--- src/rtl/mem_arb_pkg.sv ---
// -----------------------------------------------------------------------------
// mem_arb_pkg
// Shared types and constants for the three-requester memory port arbiter.
//   arb_state_t  : IDLE / BUSY / DONE controller states
//   REQ_*        : requester indices (PTW, data load/store, instruction fetch)
//   OWNER_NONE   : owner value reported when no transaction is in flight
//   PADDR_W/XLEN : physical address and data widths
//   pick_winner  : arbitration rule (PTW first, then round-robin data/fetch)
// -----------------------------------------------------------------------------
package mem_arb_pkg;

    typedef enum logic [1:0] {
        IDLE = 2'd0,
        BUSY = 2'd1,
        DONE = 2'd2
    } arb_state_t;

    localparam int         NUM_REQ    = 3;
    localparam int         REQ_PTW    = 0;
    localparam int         REQ_DATA   = 1;
    localparam int         REQ_FETCH  = 2;
    localparam logic [1:0] OWNER_NONE = 2'd3;
    localparam int         PADDR_W    = 56;
    localparam int         XLEN       = 64;

    // PTW always wins. Data and fetch only compete with each other; when both
    // request, rr_fetch selects which one is currently favoured.
    function automatic logic [1:0] pick_winner(input logic [2:0] req_vec,
                                               input logic       rr_fetch);
        logic [1:0] w;
        w = OWNER_NONE;
        if (req_vec[REQ_PTW]) begin
            w = 2'(REQ_PTW);
        end else if (req_vec[REQ_DATA] && (!req_vec[REQ_FETCH] || !rr_fetch)) begin
            w = 2'(REQ_DATA);
        end else if (req_vec[REQ_FETCH]) begin
            w = 2'(REQ_FETCH);
        end
        return w;
    endfunction

endpackage

--- src/rtl/mem_arb_watchdog.sv ---
// -----------------------------------------------------------------------------
// mem_arb_watchdog
// Counts cycles spent waiting for a memory response and flags expiry.
// Only built when the arbiter is compiled with ARB_TIMEOUT_EN.
//   phi2    in  clock
//   rst     in  synchronous active-high reset
//   clear   in  restart the count (asserted on the cycle a grant is made)
//   run     in  count enable (high while the arbiter is in BUSY)
//   expired out high during the TIMEOUT_CYCLES-th consecutive run cycle
// -----------------------------------------------------------------------------
module mem_arb_watchdog #(
    parameter int TIMEOUT_CYCLES = 64
) (
    input  logic phi2,
    input  logic rst,
    input  logic clear,
    input  logic run,
    output logic expired
);

    localparam logic [7:0] LAST_COUNT = 8'(TIMEOUT_CYCLES - 1);

    logic [7:0] count_reg;

    // count_reg is 0 in the first BUSY cycle, so expiry lands exactly on the
    // TIMEOUT_CYCLES-th BUSY cycle.
    assign expired = run && (count_reg == LAST_COUNT);

    always_ff @(posedge phi2) begin
        if (rst || clear) begin
            count_reg <= 8'd0;
        end else if (run && !expired) begin
            count_reg <= count_reg + 8'd1;
        end
    end

endmodule

--- src/rtl/mem_port_arbiter.sv ---
// -----------------------------------------------------------------------------
// mem_port_arbiter
// Arbitrates one memory port between the page-table walker, the data
// load/store unit and the instruction fetch unit. One transaction at a time:
// IDLE (arbitrate + latch) -> BUSY (strobe memory) -> DONE (ack pulse).
//
// Optional feature: define ARB_TIMEOUT_EN to build a BUSY watchdog that ends a
// stuck transaction after TIMEOUT_CYCLES with ack+err and rdata=0. Without it,
// BUSY waits for mem_ready indefinitely and err is constant zero.
//
// Ports:
//   phi2          in   clock, all state on rising edge
//   rst           in   synchronous active-high reset
//   req[2:0]      in   requests: bit0 PTW, bit1 data, bit2 fetch
//   req_we[2:0]   in   per-requester write enable
//   req_addr[3]   in   per-requester physical address (56b)
//   req_wdata[3]  in   per-requester write data (64b)
//   ack[2:0]      out  one-hot completion pulse to the owner
//   err[2:0]      out  one-hot timeout pulse, coincident with ack
//   rdata         out  read data, valid in the ack cycle
//   owner         out  current owner index, 3 when idle
//   mem_read_rq   out  memory read strobe
//   mem_write_rq  out  memory write strobe
//   mem_addr      out  latched address
//   mem_wdata     out  latched write data
//   mem_rdata     in   memory read data
//   mem_ready     in   memory completion, qualifies mem_rdata
// -----------------------------------------------------------------------------
module mem_port_arbiter
    import mem_arb_pkg::*;
#(
    parameter int TIMEOUT_CYCLES = 64
) (
    input  logic               phi2,
    input  logic               rst,
    input  logic [2:0]         req,
    input  logic [2:0]         req_we,
    input  logic [PADDR_W-1:0] req_addr [NUM_REQ],
    input  logic [XLEN-1:0]    req_wdata [NUM_REQ],
    output logic [2:0]         ack,
    output logic [2:0]         err,
    output logic [XLEN-1:0]    rdata,
    output logic [1:0]         owner,
    output logic               mem_read_rq,
    output logic               mem_write_rq,
    output logic [PADDR_W-1:0] mem_addr,
    output logic [XLEN-1:0]    mem_wdata,
    input  logic [XLEN-1:0]    mem_rdata,
    input  logic               mem_ready
);

    arb_state_t         state_reg;
    logic [1:0]         owner_reg;
    logic               rr_fetch_reg;   // 0 favours data, 1 favours fetch
    logic [2:0]         ack_reg;
    logic [XLEN-1:0]    rdata_reg;
    logic               rd_rq_reg;
    logic               wr_rq_reg;
    logic [PADDR_W-1:0] addr_reg;
    logic [XLEN-1:0]    wdata_reg;

    logic [1:0]         winner;
    logic               grant;
    logic               timeout_hit;
    logic [2:0]         owner_onehot;

    assign winner = pick_winner(req, rr_fetch_reg);
    assign grant  = (state_reg == IDLE) && (req != 3'b000);

    genvar gi;
    generate
        for (gi = 0; gi < NUM_REQ; gi++) begin : g_owner_dec
            assign owner_onehot[gi] = (owner_reg == 2'(gi));
        end
    endgenerate

    // Out-of-range watchdog limits leave this named block empty; kept so the
    // limit is visibly tied to the build even when the watchdog is absent.
    generate
        if (TIMEOUT_CYCLES < 2 || TIMEOUT_CYCLES > 255) begin : g_timeout_out_of_range
        end
    endgenerate

`ifdef ARB_TIMEOUT_EN
    logic [2:0] err_reg;

    mem_arb_watchdog #(
        .TIMEOUT_CYCLES (TIMEOUT_CYCLES)
    ) u_watchdog (
        .phi2    (phi2),
        .rst     (rst),
        .clear   (grant),
        .run     (state_reg == BUSY),
        .expired (timeout_hit)
    );

    // mem_ready wins over a simultaneous expiry, matching the FSM below.
    always_ff @(posedge phi2) begin
        if (rst) begin
            err_reg <= 3'b000;
        end else if ((state_reg == BUSY) && !mem_ready && timeout_hit) begin
            err_reg <= owner_onehot;
        end else begin
            err_reg <= 3'b000;
        end
    end

    assign err = err_reg;
`else
    assign timeout_hit = 1'b0;
    assign err         = 3'b000;
`endif

    always_ff @(posedge phi2) begin
        if (rst) begin
            state_reg    <= IDLE;
            owner_reg    <= OWNER_NONE;
            rr_fetch_reg <= 1'b0;
            ack_reg      <= 3'b000;
            rdata_reg    <= '0;
            rd_rq_reg    <= 1'b0;
            wr_rq_reg    <= 1'b0;
            addr_reg     <= '0;
            wdata_reg    <= '0;
        end else begin
            ack_reg <= 3'b000;
            case (state_reg)
                IDLE: begin
                    if (grant) begin
                        owner_reg <= winner;
                        addr_reg  <= req_addr[winner];
                        wdata_reg <= req_wdata[winner];
                        rd_rq_reg <= !req_we[winner];
                        wr_rq_reg <= req_we[winner];
                        // PTW grants leave the data/fetch fairness untouched.
                        if (winner != 2'(REQ_PTW)) begin
                            rr_fetch_reg <= !rr_fetch_reg;
                        end
                        state_reg <= BUSY;
                    end
                end
                BUSY: begin
                    if (mem_ready) begin
                        rdata_reg <= mem_rdata;
                        rd_rq_reg <= 1'b0;
                        wr_rq_reg <= 1'b0;
                        ack_reg   <= owner_onehot;
                        state_reg <= DONE;
                    end else if (timeout_hit) begin
                        rdata_reg <= '0;
                        rd_rq_reg <= 1'b0;
                        wr_rq_reg <= 1'b0;
                        ack_reg   <= owner_onehot;
                        state_reg <= DONE;
                    end
                end
                DONE: begin
                    owner_reg <= OWNER_NONE;
                    state_reg <= IDLE;
                end
                default: begin
                    owner_reg <= OWNER_NONE;
                    rd_rq_reg <= 1'b0;
                    wr_rq_reg <= 1'b0;
                    state_reg <= IDLE;
                end
            endcase
        end
    end

    assign ack          = ack_reg;
    assign rdata        = rdata_reg;
    assign owner        = owner_reg;
    assign mem_read_rq  = rd_rq_reg;
    assign mem_write_rq = wr_rq_reg;
    assign mem_addr     = addr_reg;
    assign mem_wdata    = wdata_reg;

endmodule

--- config.mk ---
export PLATFORM = sky130hd
export DESIGN_NAME = mem_port_arbiter
export DESIGN_NICKNAME = d
export VERILOG_FILES = /design/src/rtl/mem_arb_pkg.sv /design/src/rtl/mem_arb_watchdog.sv /design/src/rtl/mem_port_arbiter.sv
export SDC_FILE = /design/constraint.sdc
export NUM_CORES = 1
export LEC_CHECK = 0
export ABC_AREA = 1
export CAP_MARGIN = 40
export CORE_AREA = 10 10 235 237
export DETAILED_ROUTE_END_ITERATION = 12
export DIE_AREA = 0 0 245 247
export PLACE_DENSITY = 0.6
export SETUP_SLACK_MARGIN = 0.5
export SLEW_MARGIN = 10
export SYNTH_ARGS = -nofsm -noshare
export SYNTH_HDL_FRONTEND = slang
export SYNTH_SLANG_ARGS = --single-unit
--- constraint.sdc ---
create_clock -name phi2 -period 1.52 [get_ports phi2]
set_input_delay 0.228 -clock phi2 [delete_from_list [all_inputs] [get_ports phi2]]
set_output_delay 0.228 -clock phi2 [all_outputs]
set_load 0.02 [all_outputs]
# After elaboration in Yosys (flattened, before gate mapping)
# Index checks and enable logic that the tools add are counted.
# Widths: inputs -> output; s select.
# totals
output_inout_bits	194
input_bits	433
ff_bits	194
wordCells	59
# classes
n_bitwise	4
magnitude_cmp	2
n_mux	21
reduce_logical	17
n_eq_ne	6
# ops
op	count
$bmux 64 s2	1
$mux 64	2
$bmux 56 s2	1
$mux 56	2
$mux 2	5
$pmux 2 s2	2
$reduce_and 2->1	4
$pmux 1 s3	2
$reduce_and 3->1	2
$mux 1	5
$eq 2x1->1 const B	2
$eq 2x2->1 const B	2
$logic_not 2->1	2
$ne 2x2->1 const B	2
$ge 3x3->1 const B	1
$logic_not 1->1	3
$lt 2x3->1 const B	1
$not 1->1	3
$not 2->3	1
$reduce_bool 3->1	1
$reduce_or 3->1	1
$bmux 1 s2	1
$logic_and 1x1->1	2
$reduce_bool 2->1	1
$logic_or 1x1->1	1

# Longest topological paths before layout
# Gate-level depths: netlist of the first run.
# logic_depth
ltp_word	10
ltp_mapped	8
ltp_nobuf	7

# Least setup slack after synthesis of the first run
# No wires, ideal clock.
# synth_timing
path_kind	register to register
from	reg rr_fetch_reg
to	reg addr_reg[46] (netlist: mem_addr[46])
path_buffers	2
setup_time_ns	0.119
slack_ns	0.281
synth_period_minus_slack_ns	1.239
path_stages_with_launch	8
arrival_ns	1.119
required_time_ns	1.401
cell_sequence	dfxtp_1 nand2_1 a21oi_2 buf_2 buf_2 nor2_1 o21ai_1 a21oi_1
# synth_via
elab_chain_len	9
# synth_rtl
item	line_no	text
start, declared	mem_port_arbiter.sv:54	logic rr_fetch_reg;
start signal, assigned	mem_port_arbiter.sv:137	rr_fetch_reg <= !rr_fetch_reg;
$logic_not 1->1	mem_arb_pkg.sv:34	end else if (req_vec[REQ_DATA] && (!req_vec[REQ_FETCH] || !rr_fetch)) begin
$logic_or 1x1->1	mem_arb_pkg.sv:34	
$logic_and 1x1->1	mem_arb_pkg.sv:34	
$mux 2	mem_arb_pkg.sv:34	
$mux 2	mem_arb_pkg.sv:32	if (req_vec[REQ_PTW]) begin
$not 2->3 (not written as such)	mem_port_arbiter.sv:131	addr_reg <= req_addr[winner];
$bmux 56 s2	mem_port_arbiter.sv:131	
$mux 56 (not written as such) (2 in a row)	mem_port_arbiter.sv:131	
end signal, assigned	mem_port_arbiter.sv:131	
end, declared	mem_port_arbiter.sv:59	logic [PADDR_W-1:0] addr_reg;
# No other way between the ends. The select of a mux whose other input is x is not followed.
# A chain may end at the register's enable or synchronous reset.

# Final worst setup path of the first run
# layout_timing
from	reg rr_fetch_reg
to	reg wdata_reg[56] (netlist: mem_wdata[56])
# layout_via
elab_chain_len	9
# layout_rtl
item	line_no	text
$logic_not 1->1	mem_arb_pkg.sv:34	
$logic_or 1x1->1	mem_arb_pkg.sv:34	
$logic_and 1x1->1	mem_arb_pkg.sv:34	
$mux 2	mem_arb_pkg.sv:34	
$mux 2	mem_arb_pkg.sv:32	
$not 2->3 (not written as such)	mem_port_arbiter.sv:132	wdata_reg <= req_wdata[winner];
$bmux 64 s2	mem_port_arbiter.sv:132	
$mux 64 (not written as such) (2 in a row)	mem_port_arbiter.sv:132	
end signal, assigned	mem_port_arbiter.sv:132	
end, declared	mem_port_arbiter.sv:60	logic [XLEN-1:0] wdata_reg;
# No other way between the ends. The select of a mux whose other input is x is not followed.

==> summary.md, run 1 <==
| Metric | Value |
|---|---|
| # setup viols final | 1 |
| Post-Route WL | 57,000 um |
| Critical path required time | approximately 1.9 ns |
| Worst Max-Slew Pin Slew | 0.526 ns |
| Nets | about 2,600 |
| Final period util | 1.01 |
| Critical path origin | rr_fetch_reg |
| Sequential share of the synthesized area | 0.404 |
| Final Skew | 0.0101 ns |
| Post-route ant nets | 0 |
| Finished Cell Area | 19,900 um^2 |
| Worst skew pair latency | 0.48 ns |
| Num rows | 83 |
| Number of max-cap violations | 0 |
| CP arrival | about 1.9 ns |
| Initial antenna violation count | 0 |
| Max Slew Vio Count | 0 |
| Register bit count reported by yosys | 194 |
| IO Pins | 627 |
| Pre-CTS setup slack | -0.528 ns |
| H-Tree Depth | 4 |
| Via-to-Cell Ratio | 4.52 |
| Vias after detailed routing | around 13,000 |
| Largest stage delay, worst path | 0.36 ns |
| Post-route DRC | 0 |
| Yosys cell types | 20 |
| Post-DP HPWL | between 40,000 and 50,000 um |
| Detailed Routing Iterations Pass 1 | 5 |
| CP Buf/Inv Count | 3 |
| Total track usage | 0.165 |
| Number of global-route vias before repair | 13,100 |
| Unrepaired setup endpoints after global routing | yes |
| Reg2reg start | rr_fetch_reg |
| Syn Area/Cell | 6.27 um^2 |
| Clock buffer depth | 2 |
| TritonCTS clock tree | built |
| WHS | 0.0804 ns |
| Synth Warn # | 0 |
| Leak pwr | 0.00816 uW |
| Syn Std Cell Area | just under 10,000 um^2 |
| Die Ht | 247 um |
| First-pass GRT wire length | roughly 77,000 um |
| # port buffers | 623 |
| Crit path max fanout | 11 |
| Placement Cell Area | 17,300 um^2 |
| Initial DRC count | 705 |
| Final setup margin | -0.0151 ns |
| Min-Delay Path Class | input pin to flip-flop |
| Final Hold Fails | 0 |
| Antenna cells | 0 |
| Pwr Density | 861 nW/um^2 |
| Cells after synthesis | roughly 1,500 |
| Slew Limit Headroom | 0.649 |
| Minimum clock period | 1.54 ns |
| Hold_sp | rst |
| Core box area | 50,700 um^2 |
| Failing checks | negative setup slack |
| Largest net degree at the start of global routing | 72 |
| WL per Instance | ~20 um |
| Setup CP Type | flip-flop to flip-flop |
| Fmax achieved | 0.651 GHz |
| Initial Util | 0.190 |
| Grt ovf | 0 |
| TritonCTS Buffers | 17 |
| Area Overhead vs Synth | 107% |
| Sinks on Clock Net | 194 |
| Clk slew on worst S/H paths | approximately 0.080 ns |
| Element type at the critical path end | flip-flop |
| Overall Power | 17,100 uW |
| Area contributors post-synth | dfxtp_1, nor2_1, nand2_1 |
| Peak supply drop | 0.721 mV |
| Root Buffer Master | clkbuf_16 |
| Crit path cell chain | o21ai_4, buf_6, buf_12, buf_12, nor2_1, nor2_1, a21oi_1 |
| Synth area leader | dfxtp_1 |
| Status | finished, violations left |
| Routability cong. | 0.904 |
| Layout cell share with drive strength beyond 1 | 0.299 |
| Synth top area share | 0.404 |
| Die X | 245 um |
| CP delay by family, top | buffers and inverters |
| Worst Setup Start Kind | flip-flop |
| CP max stage cell | dfxtp_2 |
| Die area | 60,500 um^2 |
[cells in the final DEF (no fill, tap or decap), types with 4 or more instances in the layout]
cell / instances
dfxtp_1: 26
buf_6: 171
buf_12: 34
buf_4: 101
dlygate4sd2_1: 22
nand2_2: 15
a21oi_1: 148
dfxtp_2: 162
o21ai_4: 4
clkdlybuf4s50_1: 430
clkbuf_16: 34
o21ai_1: 80
nor2_1: 484
dfxtp_4: 6
nand2_1: 209
nand3_1: 7
o21ai_0: 136
buf_16: 7
o21ai_2: 23
inv_1: 7
nand2_4: 36
a21oi_2: 42
[path summary, 6_finish.rpt]
path,slack (ns),cells after the start,endpoint
max reg2reg,-0.02,7,mem_wdata[56]
min reg2reg,0.47,2,rdata[53]
min,0.08,3,owner[1]
max,-0.02,7,mem_wdata[56]
[tightest hold or removal path, cell delays in order]
cell and delay, ns:
buf_2 0.15, nor2_1 0.08, nand3_1 0.08
[power breakdown]
group | leakage, uW | switching (uW) | internal (uW)
Combinational | 0.00621 | 3050 | 3240
Clock | 0.000292 | 2270 | 2500
Sequential | 0.00166 | 390 | 5690
[per-stage QoR]
stage	instances	TNS [ns]	utilization
5_1_grt	2905	-0.438	0.392
4_1_cts	2860	0	0.362
2_1_floorplan	1535	0	-
3_3_place_gp	2814	-49.78	0.341
6_report	2905	-0.0151	0.392
3_5_place_dp	2814	-53.54	0.341
[final cells by class]
type                       count  area (um^2)
fill                        5187        30800
timing repair buffer         788         8530
multi-input combinational   1198         5730
sequential                   194         4110
tap                          680          851
clock buffer                  19          443
clock inverter                12          145
inverter                      14         78.8
[cell families (layout without fill, tap and decap cells)]
family,Yosys count,count (layout),synth area share
simple gates,759,759,0.299
buf+inv,143,833,0.0681
flops,194,194,0.404
other cells,1,3,0.000390
compound gates,436,436,0.229
[synth_stat cells]
master / number
nand3_2: 1
nand2_1: 261
inv_1: 9
buf_1: 2
nor3_1: 2
o21ai_0: 143
a21oi_1: 190
conb_1: 1
clkbuf_1: 45
a21oi_2: 2
dfxtp_1: 194
nand3_1: 8
nor2_1: 486
inv_2: 5
nand3b_1: 1
o21ai_2: 1
buf_2: 76
buf_4: 6
o211ai_1: 1
o21ai_1: 99
[layer usage]
metal  global-route usage  vias up  share of wire
li1                     -     6319              -
met1                0.184     6148           0.39
met2                0.279      591           0.48
met3               0.0620       85          0.094
met4               0.0683        0          0.030
met5                    0        -              0
[what timing repair did]
item,in CTS,in global routing
endpoints found under the setup margin,384,384
pin swaps,1,35
setup buffers,13,24
endpoints found under the hold margin,2,0
hold buffers,1,0
cloned,1,21
resized for setup,1016,414
No activity file was read; power rests on OpenSTA's default activity.
==> run 2: changes to the inputs <==
- CORE_AREA: 10 10 235 237 -> 2 2 247 249
- DIE_AREA: 0 0 245 247 -> 0 0 249 251
- HOLD_SLACK_MARGIN: not set -> 0.05
- PLACE_DENSITY: 0.6 -> 0.54
==> summary.md, run 2 (synthesis results as in run 1) <==
| Metric | Value |
|---|---|
| Fmax achieved | 0.681 GHz (+4.6%) |
| Die Ht | 251 um (+1.6%) |
| Hold_sp | rst |
| # port buffers | 623 (unchanged) |
| Die X | 249 um (+1.6%) |
| Initial DRC count | 815 (+16%) |
| Die area | 62,500 um^2 (+3.3%) |
| Vias after detailed routing | 13,100 (-0.45%) |
| Commonest non-fill, non-tap cells in the layout | nor2_1, clkdlybuf4s50_1, nand2_1, a21oi_1, buf_6 |
| Number of max-cap violations | 0 (unchanged) |
| Core box area | 59,800 um^2 (+18%) |
| Largest stage delay, worst path | 0.37 ns (about the same) |
| Clock buffer depth | 2 (unchanged) |
| # setup viols final | 0 (-1) |
| Reg2reg start | rr_fetch_reg |
| Peak supply drop | 0.890 mV (+23%) |
| Clk slew on worst S/H paths | 0.09 ns (about the same) |
| Layout fillers | 6,333 (+22%) |
| Leak pwr | 0.00801 uW (-1.9%) |
| H-Tree Depth | 4 (unchanged) |
| TritonCTS clock tree | built |
| Placement Cell Area | 17,400 um^2 (+0.86%) |
| Pwr Density | 862 nW/um^2 (+0.11%) |
| Initial Util | 0.161 (-0.0289) |
| Clk network pwr share | 0.270 (-0.008) |
| TritonCTS Buffers | 17 (unchanged) |
| Crit-path most repeated cell | nor2_1 |
| Worst skew pair latency | 0.49 ns (about the same) |
| Min-Delay Path Class | input pin to flip-flop |
| Final Skew | 0.0160 ns (+0.00594 ns) |
| Critical path required time | 1.89 ns (about the same) |
| Total track usage | 0.156 (-0.00927) |
| Sw Share | 0.345 (+0.0116) |
| Commonest non-fill, non-tap cell in the layout | nor2_1 |
| Pre-CTS setup slack | -0.527 ns (+0.00154 ns) |
| Worst Setup Start Kind | flip-flop |
| Initial antenna violation count | 1 (+1) |
| Setup CP Type | flip-flop to flip-flop |
| Int Power | 11,100 uW (-2.6%) |
| CP arrival | 1.84 ns (-0.06 ns) |
| Sw Pwr | 5850 uW (+2.5%) |
| Num rows | 90 (+8.4%) |
| Final setup margin | 0.0520 ns (+0.0670 ns) |
| Combinational Power Share | 0.376 (+0.009) |
| Finished Cell Area | 19,700 um^2 (-1.0%) |
| Sinks on Clock Net | 194 (unchanged) |
| Crit path cell chain | o21ai_4, buf_6, buf_12, buf_16, nor2_1, nor2_1, a21oi_1 |
| Grt ovf | 0 (unchanged) |
| Max Slew Vio Count | 0 (unchanged) |
| Crit path max fanout | 5 (-6) |
| Critical path origin | rr_fetch_reg |
| Nets | 2,646 (unchanged) |
| Routability cong. | 0.958 (+6.0%) |
| Largest net degree at the start of global routing | 53 (-26%) |
| Antenna cells | 0 (unchanged) |
| First-pass GRT wire length | 75,000 um (-2.7%) |
| Post-DP HPWL | 37,300 um (-8.1%) |
| Layout cell share with drive strength beyond 1 | 0.242 (-0.0571) |
| Detailed Routing Iterations Pass 1 | 5 (unchanged) |
| Post-route DRC | 0 (unchanged) |
| Via-to-Cell Ratio | 4.35 (-3.8%) |
| WHS | 0.204 ns (+0.123 ns) |
| Area Overhead vs Synth | 105% |
| Sequential fraction of design power | 0.354 (about the same) |
| Root Buffer Master | clkbuf_16 |
| Post-route ant nets | 0 (unchanged) |
| IO Pins | 627 (unchanged) |
| Element type at the critical path end | flip-flop |
| Final period util | 0.966 (-0.0441) |
| WL per Instance | 18.6 um (-5.5%) |
| Minimum clock period | 1.47 ns (-0.0670 ns) |
| Status | finished, final reports clean |
| Unrepaired setup endpoints after global routing | yes |
| Number of global-route vias before repair | 12,700 (-3.0%) |
| CP max stage cell | dfxtp_4 |
| Final Hold Fails | 0 (unchanged) |
| Final setup TNS | 0 ns (+0.0151 ns) |
| Post-Route WL | 55,800 um (-2.2%) |
-- run 2: cell count changes in the layout (fill, tap and decap cells not counted), sizes merged --
cell           before  now
buf               316  279
dlygate4sd2        22   55
clkinv              7    4
inv                17   20
bufinv              2    0
clkdlybuf4s15       1    3
clkinvlp            0    2
dlymetal6s2s        0    2
clkbuf             37   38
clkdlybuf4s50     430  429
-- run 2: layer usage --
layer  GRT usage  routed length [um]  up-vias
met3      0.0439                4180       92
met5           0                   0        -
met2       0.269               26600      610
li1            -                   -     6313
met4      0.0594                2130        0
met1       0.183               22900     6069
-- run 2: cell type report --
class,instances,area (um^2),area share
Clock buffer,19,443,0.0225
Tap cell,782,978,0.0497
Sequential cell,194,4060,0.206
Timing Repair Buffer,788,8600,0.437
Multi-Input combinational cell,1198,5420,0.275
Clock inverter,12,121,0.00617
Inverter,14,65.1,0.00331
-- run 2: path summary, 6_finish.rpt --
kind,to,slack (ns),cells after the start
min,rr_fetch_reg,0.20,3
max reg2reg,mem_wdata[38],0.05,7
max,mem_wdata[38],0.05,7
min reg2reg,rdata[63],0.47,2
-- run 2: power groups by stage --
stage / sequential (uW) / clock (uW) / combinational (uW)
final: 6010 / 4590 / 6370
after global routing: 6070 / 4970 / 6800
after CTS: 6010 / 4820 / 5650
after detailed placement: 5990 / 0 / 5540
after global placement: 5970 / 0 / 5540
after floorplan: 6550 / 0 / 1780
-- run 2: stage by stage --
stage,utilization,std cells,power [uW]
detailed placement,0.292,2917,11500
floorplan,-,1535,8340
global route,0.329,3007,17800
CTS,0.310,2961,16500
finish,0.329,3007,17000
global placement,0.292,2917,11500
-- run 2: critical path, delay by kind of cell (launching register included) --
family / cells / cell delay [ns]
AO/OA/AOI/OAI: 2 / 0.29
buffers and inverters: 3 / 0.45
flip-flops: 1 / 0.37
AND/OR/NAND/NOR: 2 / 0.22
-- run 2: timing repair --
action | CTS | global route
pin swaps | 2 | 44
setup endpoints to repair | 382 | 383
endpoints found under the hold margin | 1 | 0
setup buffers | 8 | 20
hold buffers | 1 | 0
gates cloned | 4 | 26
gates resized for setup | 1009 | 130
==> run 3: changes to the inputs <==
- TNS_END_PERCENT: not set -> 1
==> summary.md, run 3 (synthesis results as in run 1) <==
| Metric | Value |
|---|---|
| Commonest non-fill, non-tap cells in the layout | nor2_1, clkdlybuf4s50_1, nand2_1, a21oi_1, dfxtp_1 |
| First-pass GRT wire length | 79,400 um (+5.8%) |
| Fmax achieved | 0.688 GHz (+0.97%) |
| Post-route ant nets | 0 (unchanged) |
| Setup CP Type | input pin to flip-flop |
| Max Slew Vio Count | 0 (unchanged) |
| Initial antenna violation count | 9 (+8) |
| Fin util | 0.313 (-0.0157) |
| Int Power | 10,800 uW (-3.1%) |
| Final Skew | 0.0131 ns (-0.00287 ns) |
| Sinks on Clock Net | 194 (unchanged) |
| Clk network pwr share | 0.309 (+0.039) |
| Num rows | 90 (unchanged) |
| Reg2reg start | rr_fetch_reg |
| Core box area | 59,800 um^2 (unchanged) |
| Final period util | 0.957 (-0.00929) |
| Unrepaired setup endpoints after global routing | yes |
| Die area | 62,500 um^2 (unchanged) |
| Pwr Density | 892 nW/um^2 (+3.5%) |
| Worst skew pair latency | 0.49 ns (about the same) |
| Critical path required time | 1.94 ns (+0.05 ns) |
| H-Tree Depth | 4 (unchanged) |
| Routability cong. | 0.926 (-3.3%) |
| Vias after detailed routing | 12,800 (-2.6%) |
| Combinational Power Share | 0.339 (-0.037) |
| # port buffers | 623 (unchanged) |
| WL per Instance | 18.1 um (-2.3%) |
| IO Pins | 627 (unchanged) |
| Element type at the critical path end | flip-flop |
| Largest net degree at the start of global routing | 65 (+23%) |
| Detailed Routing Iterations Pass 1 | 5 (unchanged) |
| Crit path max fanout | 45 (+40) |
| Total track usage | 0.168 (+0.0125) |
| TritonCTS Buffers | 17 (unchanged) |
| Die X | 249 um (unchanged) |
| Sw Pwr | 5950 uW (+1.6%) |
| Minimum clock period | 1.45 ns (-0.0141 ns) |
| Number of global-route vias before repair | 12,900 (+1.7%) |
| Via-to-Cell Ratio | 4.29 (-1.3%) |
| Final setup TNS | 0 ns (unchanged) |
| Commonest non-fill, non-tap cell in the layout | nor2_1 |
| Post-Route WL | 53,800 um (-3.5%) |
| Status | finished, final reports clean |
| Root Buffer Master | clkbuf_16 |
| Pre-CTS setup slack | -0.418 ns (+0.109 ns) |
| Overall Power | 16,700 uW (-1.5%) |
| Peak supply drop | 0.829 mV (-6.9%) |
| # setup viols final | 0 (unchanged) |
| Layout cell share with drive strength beyond 1 | 0.148 (-0.0946) |
| Final setup margin | 0.0661 ns (+0.0141 ns) |
| Post-DP HPWL | 39,000 um (+4.5%) |
| Hold_sp | rst |
| TritonCTS clock tree | built |
| Layout fillers | 6,386 (+0.84%) |
| Clk slew on worst S/H paths | 0.09 ns (about the same) |
| CP arrival | 1.87 ns (+0.03 ns) |
| Sw Share | 0.356 (+0.0108) |
| Grt ovf | 0 (unchanged) |
| Min-Delay Path Class | input pin to flip-flop |
| Nets | 2,607 (-1.5%) |
| Number of max-cap violations | 0 (unchanged) |
| Worst Setup Start Kind | input pin |
| Area Overhead vs Synth | 95.1% |
| Critical path origin | req[1] |
| Final Hold Fails | 0 (unchanged) |
| Initial DRC count | 663 (-19%) |
| Die Ht | 251 um (unchanged) |
| Leak pwr | 0.00720 uW (-10%) |
| Sequential fraction of design power | 0.352 (-0.002) |
| Clock buffer depth | 2 (unchanged) |
| Post-route DRC | 0 (unchanged) |
| Initial Util | 0.161 (unchanged) |
==> run 3: critical path: stages <==
cell             delay, ns
clkdlybuf4s50_1       0.48
nor2_1                0.25
nand2_1               0.16
nand3_4               0.17
buf_12                0.23
nor2_1                0.10
a21oi_1               0.17
==> run 3: routing by layer <==
metal | vias up | track usage | part of all wire
met5 | - | 0 | 0.0012
met4 | 10 | 0.0656 | 0.028
met3 | 69 | 0.0539 | 0.078
met2 | 554 | 0.281 | 0.47
met1 | 5865 | 0.201 | 0.42
li1 | 6252 | - | -
==> run 3: cell type report <==
type	count	area, um^2	share of cell area
Timing Repair Buffer	749	7960	0.425
Multi-Input combinational cell	1198	5170	0.276
Antenna cell	1	2.50	0.000134
Clock buffer	17	425	0.0227
Inverter	14	61.3	0.00327
Tap cell	782	978	0.0522
Sequential cell	194	3900	0.208
Clock inverter	15	241	0.0129
==> run 3: worst paths after layout <==
| check | to | slack (ns) | cells past startpoint |
|---|---|---|---|
| max | mem_addr[24] | 0.07 | 7 |
| min | owner[1] | 0.12 | 3 |
| max reg2reg | mem_wdata[9] | 0.08 | 9 |
| min reg2reg | rdata[56] | 0.47 | 2 |
==> run 3: stage by stage <==
stage | area [um^2] | instances | hold slack [ns]
after floorplan | 9740 | 1535 | 0.371
after global placement | 17400 | 2913 | 0.450
after detailed placement | 17400 | 2913 | 0.454
after CTS | 18700 | 2967 | 0.0790
after global routing | 18700 | 2969 | 0.147
final | 18700 | 2970 | 0.116
==> run 3: power by group through the flow <==
stage	Combinational (uW)	Clock, uW	Sequential (uW)
final	5670	5170	5880
after CTS	5720	5450	5880
after floorplan	1760	0	6550
after global routing	6120	5580	5940
after detailed placement	5460	0	5980
after global placement	5440	0	5980
==> run 3: timing repair <==
item,in CTS,in global routing
hold buffers,1,0
pin swaps,5,9
resized for setup,570,16
cloned,10,0
hold endpoints to repair,2,0
setup buffers,11,2
endpoints found under the setup margin,384,384
==> patch: new RTL, config.mk and constraints of run 2 <==
Set the package constant `PADDR_W` to 28 (it was 56).
--- a/src/rtl/mem_arb_pkg.sv
+++ b/src/rtl/mem_arb_pkg.sv
@@ -20,7 +20,7 @@
     localparam int         REQ_DATA   = 1;
     localparam int         REQ_FETCH  = 2;
     localparam logic [1:0] OWNER_NONE = 2'd3;
-    localparam int         PADDR_W    = 56;
+    localparam int         PADDR_W    = 28;
     localparam int         XLEN       = 64;
 
     // PTW always wins. Data and fetch only compete with each other; when both
Ports: changed (resized mem_addr and req_addr); port bits go from 627 to 515. The function was not compared with the original's and may differ.
==> patch against run 2 <==
- the run now ends with negative setup slack left
- largest power group unchanged
- power decreased by 12%
- final cell count shrank 13%
- clock skew decreased by 6.7 ps
- core utilization fell by 3.7 points
- routed wire length decreased by 16%
- clock power down 2%
- final area decreased by 11%
- synthesized area decreased by 17%
- sequential cell count decreased by 28
- count of clock-buffer cells in the layout fell by 2
- non-clock buffer count shrank 144
- setup slack worse by 77 ps
- critical path depth unchanged
==> patch: results (changes against run 2) <==
stage	metric	value	unit	change
outcome	status	complete, but fails checks		
outcome	violations	negative setup slack		
place	globalplace.congestion	0.844		-12%
place	io_buffers	511		-18%
grt	grt_pass1_wl	61400	um	-18%
min_path	min_from	rst		
timing	skew	9.35	ps	-6.66 ps
worst_setup_path	worst_ep_arrival_time	1910	ps	+70 ps
run	cap_violations	0		unchanged
grt	antenna_found_initial	9		+8
synthesis	ys_top_cells_by_area	dfxtp_1 (42%), nor2_1 (18%), nand2_1 (11%)		
cts	cts_max_path_buffers	2		unchanged
synthesis	async_flop_share	0		unchanged
timing	layout_setup_ws	-25.4	ps	-77.3 ps
worst_setup_path	r2r_start	rr_fetch_reg$_SDFFE_PP0P_		
synthesis	synth_cell_types	21		+5.0%
pwr	leakagePower	6.97	nW	-13%
worst_setup_path	slowest_stage	dfxtp_4		
cts	cts_root_buffer	clkbuf_16		
grt	groute.usage.overall	0.128		-0.0275
cts	numCtsBuffers	17		unchanged
min_path	holdPathEnd	mem_read_rq$_SDFFE_PP0P_		
place	place_inst	2518		-14%
timing	setup_viol	9		+9
pwr	vdd_drop_max	0.000874	V	-1.8%
synthesis	synth_common_cells	nor2_1 (374), nand2_1 (233), dfxtp_1 (166)		
routing	vias	10900		-17%
min_path	hp-class	input port to register		
synthesis	postSynthAreaPerCell	6.35	sq um	+1.4%
grt	grt_max_degree	70		+32%
synthesis	yosys_warnings	0		unchanged
place	dpl.hpwl	30200	um	-19%
routing	wl	46600	um	-16%
worst_setup_path	cpPeakStageDelay	360	ps	
routing	firstDrtPassIters	5		unchanged
min_path	holdPathStages	3		unchanged
cts	clk_latency	490	ps	about the same
cts	htree_levels	4		unchanged
worst_setup_path	critical-path-top-delay-family	compound AO/OA/AOI/OAI gates		
synthesis	yosysSeqAreaShare	0.416		+0.0122
worst_setup_path	regToRegEndpoint	mem_wdata[60]$_SDFFE_PP0P_		
cts	clk_pin_slew	80	ps	
routing	routed_via_density	4.15		-4.6%
finish	drive_gt1_frac	0.370		+0.127
worst_setup_path	cp_max_fo	39		+34
place	post-place-ws	-474	ps	+52.8 ps
routing	drt_iter0_markers	536		-34%
worst_setup_path	rr_worst_depth	7		unchanged
place	placed_cell_area	14400	sq um	-17%
finish	fill_cells	6343		+0.16%
finish	finish.instance_area	17400	sq um	-11%
finish	nets	2167		-18%
## patch: changes by cell type after synthesis, sizes merged
cell,delta
nor2,-112
o21ai,-56
a21oi,-28
clkbuf,-4
nand2,-28
dfxtp,-28
buf,-21
## patch: repair_timing
item	CTS	global route
cloned	2	23
endpoints found under the setup margin	328	328
setup buffers	10	28
pin swaps	1	94
resized for setup	1002	464
## patch: report_power, final
group / leakage, nW / switching (mW) / internal [mW]
logic: 5.27 / 2.56 / 2.75
clock network: 0.272 / 2.20 / 2.29
registers: 1.43 / 0.329 / 4.85
total: 6.97 / 5.10 / 9.89
## patch: worst reg2reg max path: stages (launching register included)
cell,delay [ps]
dfxtp_4,360
buf_4,140
o21ai_4,160
buf_12,140
nand2_4,90
buf_12,180
o21ai_1,260
a21oi_1,90
## patch: how the worst max path moves through the flow
stage                     cells past startpoint                      start                          to  slack, ps
final                                         7  rr_fetch_reg$_SDFFE_PP0P_  mem_wdata[60]$_SDFFE_PP0P_        -30
after global routing                         10  rr_fetch_reg$_SDFFE_PP0P_   mem_wdata[1]$_SDFFE_PP0P_        -70
after CTS                                     8  rr_fetch_reg$_SDFFE_PP0P_  mem_wdata[38]$_SDFFE_PP0P_          7
after detailed placement                      8                     req[1]   mem_addr[10]$_SDFFE_PP0P_       -470
after global placement                        8                     req[1]   mem_addr[13]$_SDFFE_PP0P_       -500
after floorplan                               7  state_reg[1]$_SDFFE_PP0P_  mem_wdata[31]$_SDFFE_PP0P_        380
## patch: final cells by class
type	instances	area [sq um]	share of cell area
clock buffers	17	425	0.0244
repair inverters	1	16.3	0.000932
diodes	1	2.50	0.000143
inverters	14	72.6	0.00416
clock inverters	15	144	0.00825
well taps	782	978	0.0561
multi-input cells	974	5020	0.288
flip-flops and latches	166	3540	0.203
repair buffers	644	7250	0.416
## patch: metal layers
layer	share of wire	GRT usage
met5	0.0012	0
met2	0.47	0.215
met4	0.029	0.0582
met3	0.081	0.0497
met1	0.42	0.144
## patch: cell families after synthesis
family / count (synthesis) / share of synthesized area
AOI/OAI and AO/OA: 352 / 0.222
other: 1 / 0.000470
buffers and inverters: 118 / 0.0673
DFF: 166 / 0.416
and+or+nand+nor: 619 / 0.294
## patch: stage by stage
| stage | hold WS, ps | TNS (ps) |
|---|---|---|
| final | 247 | -99.3 |
| after global routing | 258 | -3110 |
| after CTS | 197 | 0 |
| after detailed placement | 456 | -39450 |
| after global placement | 451 | -39900 |
| after floorplan | 371 | 0 |
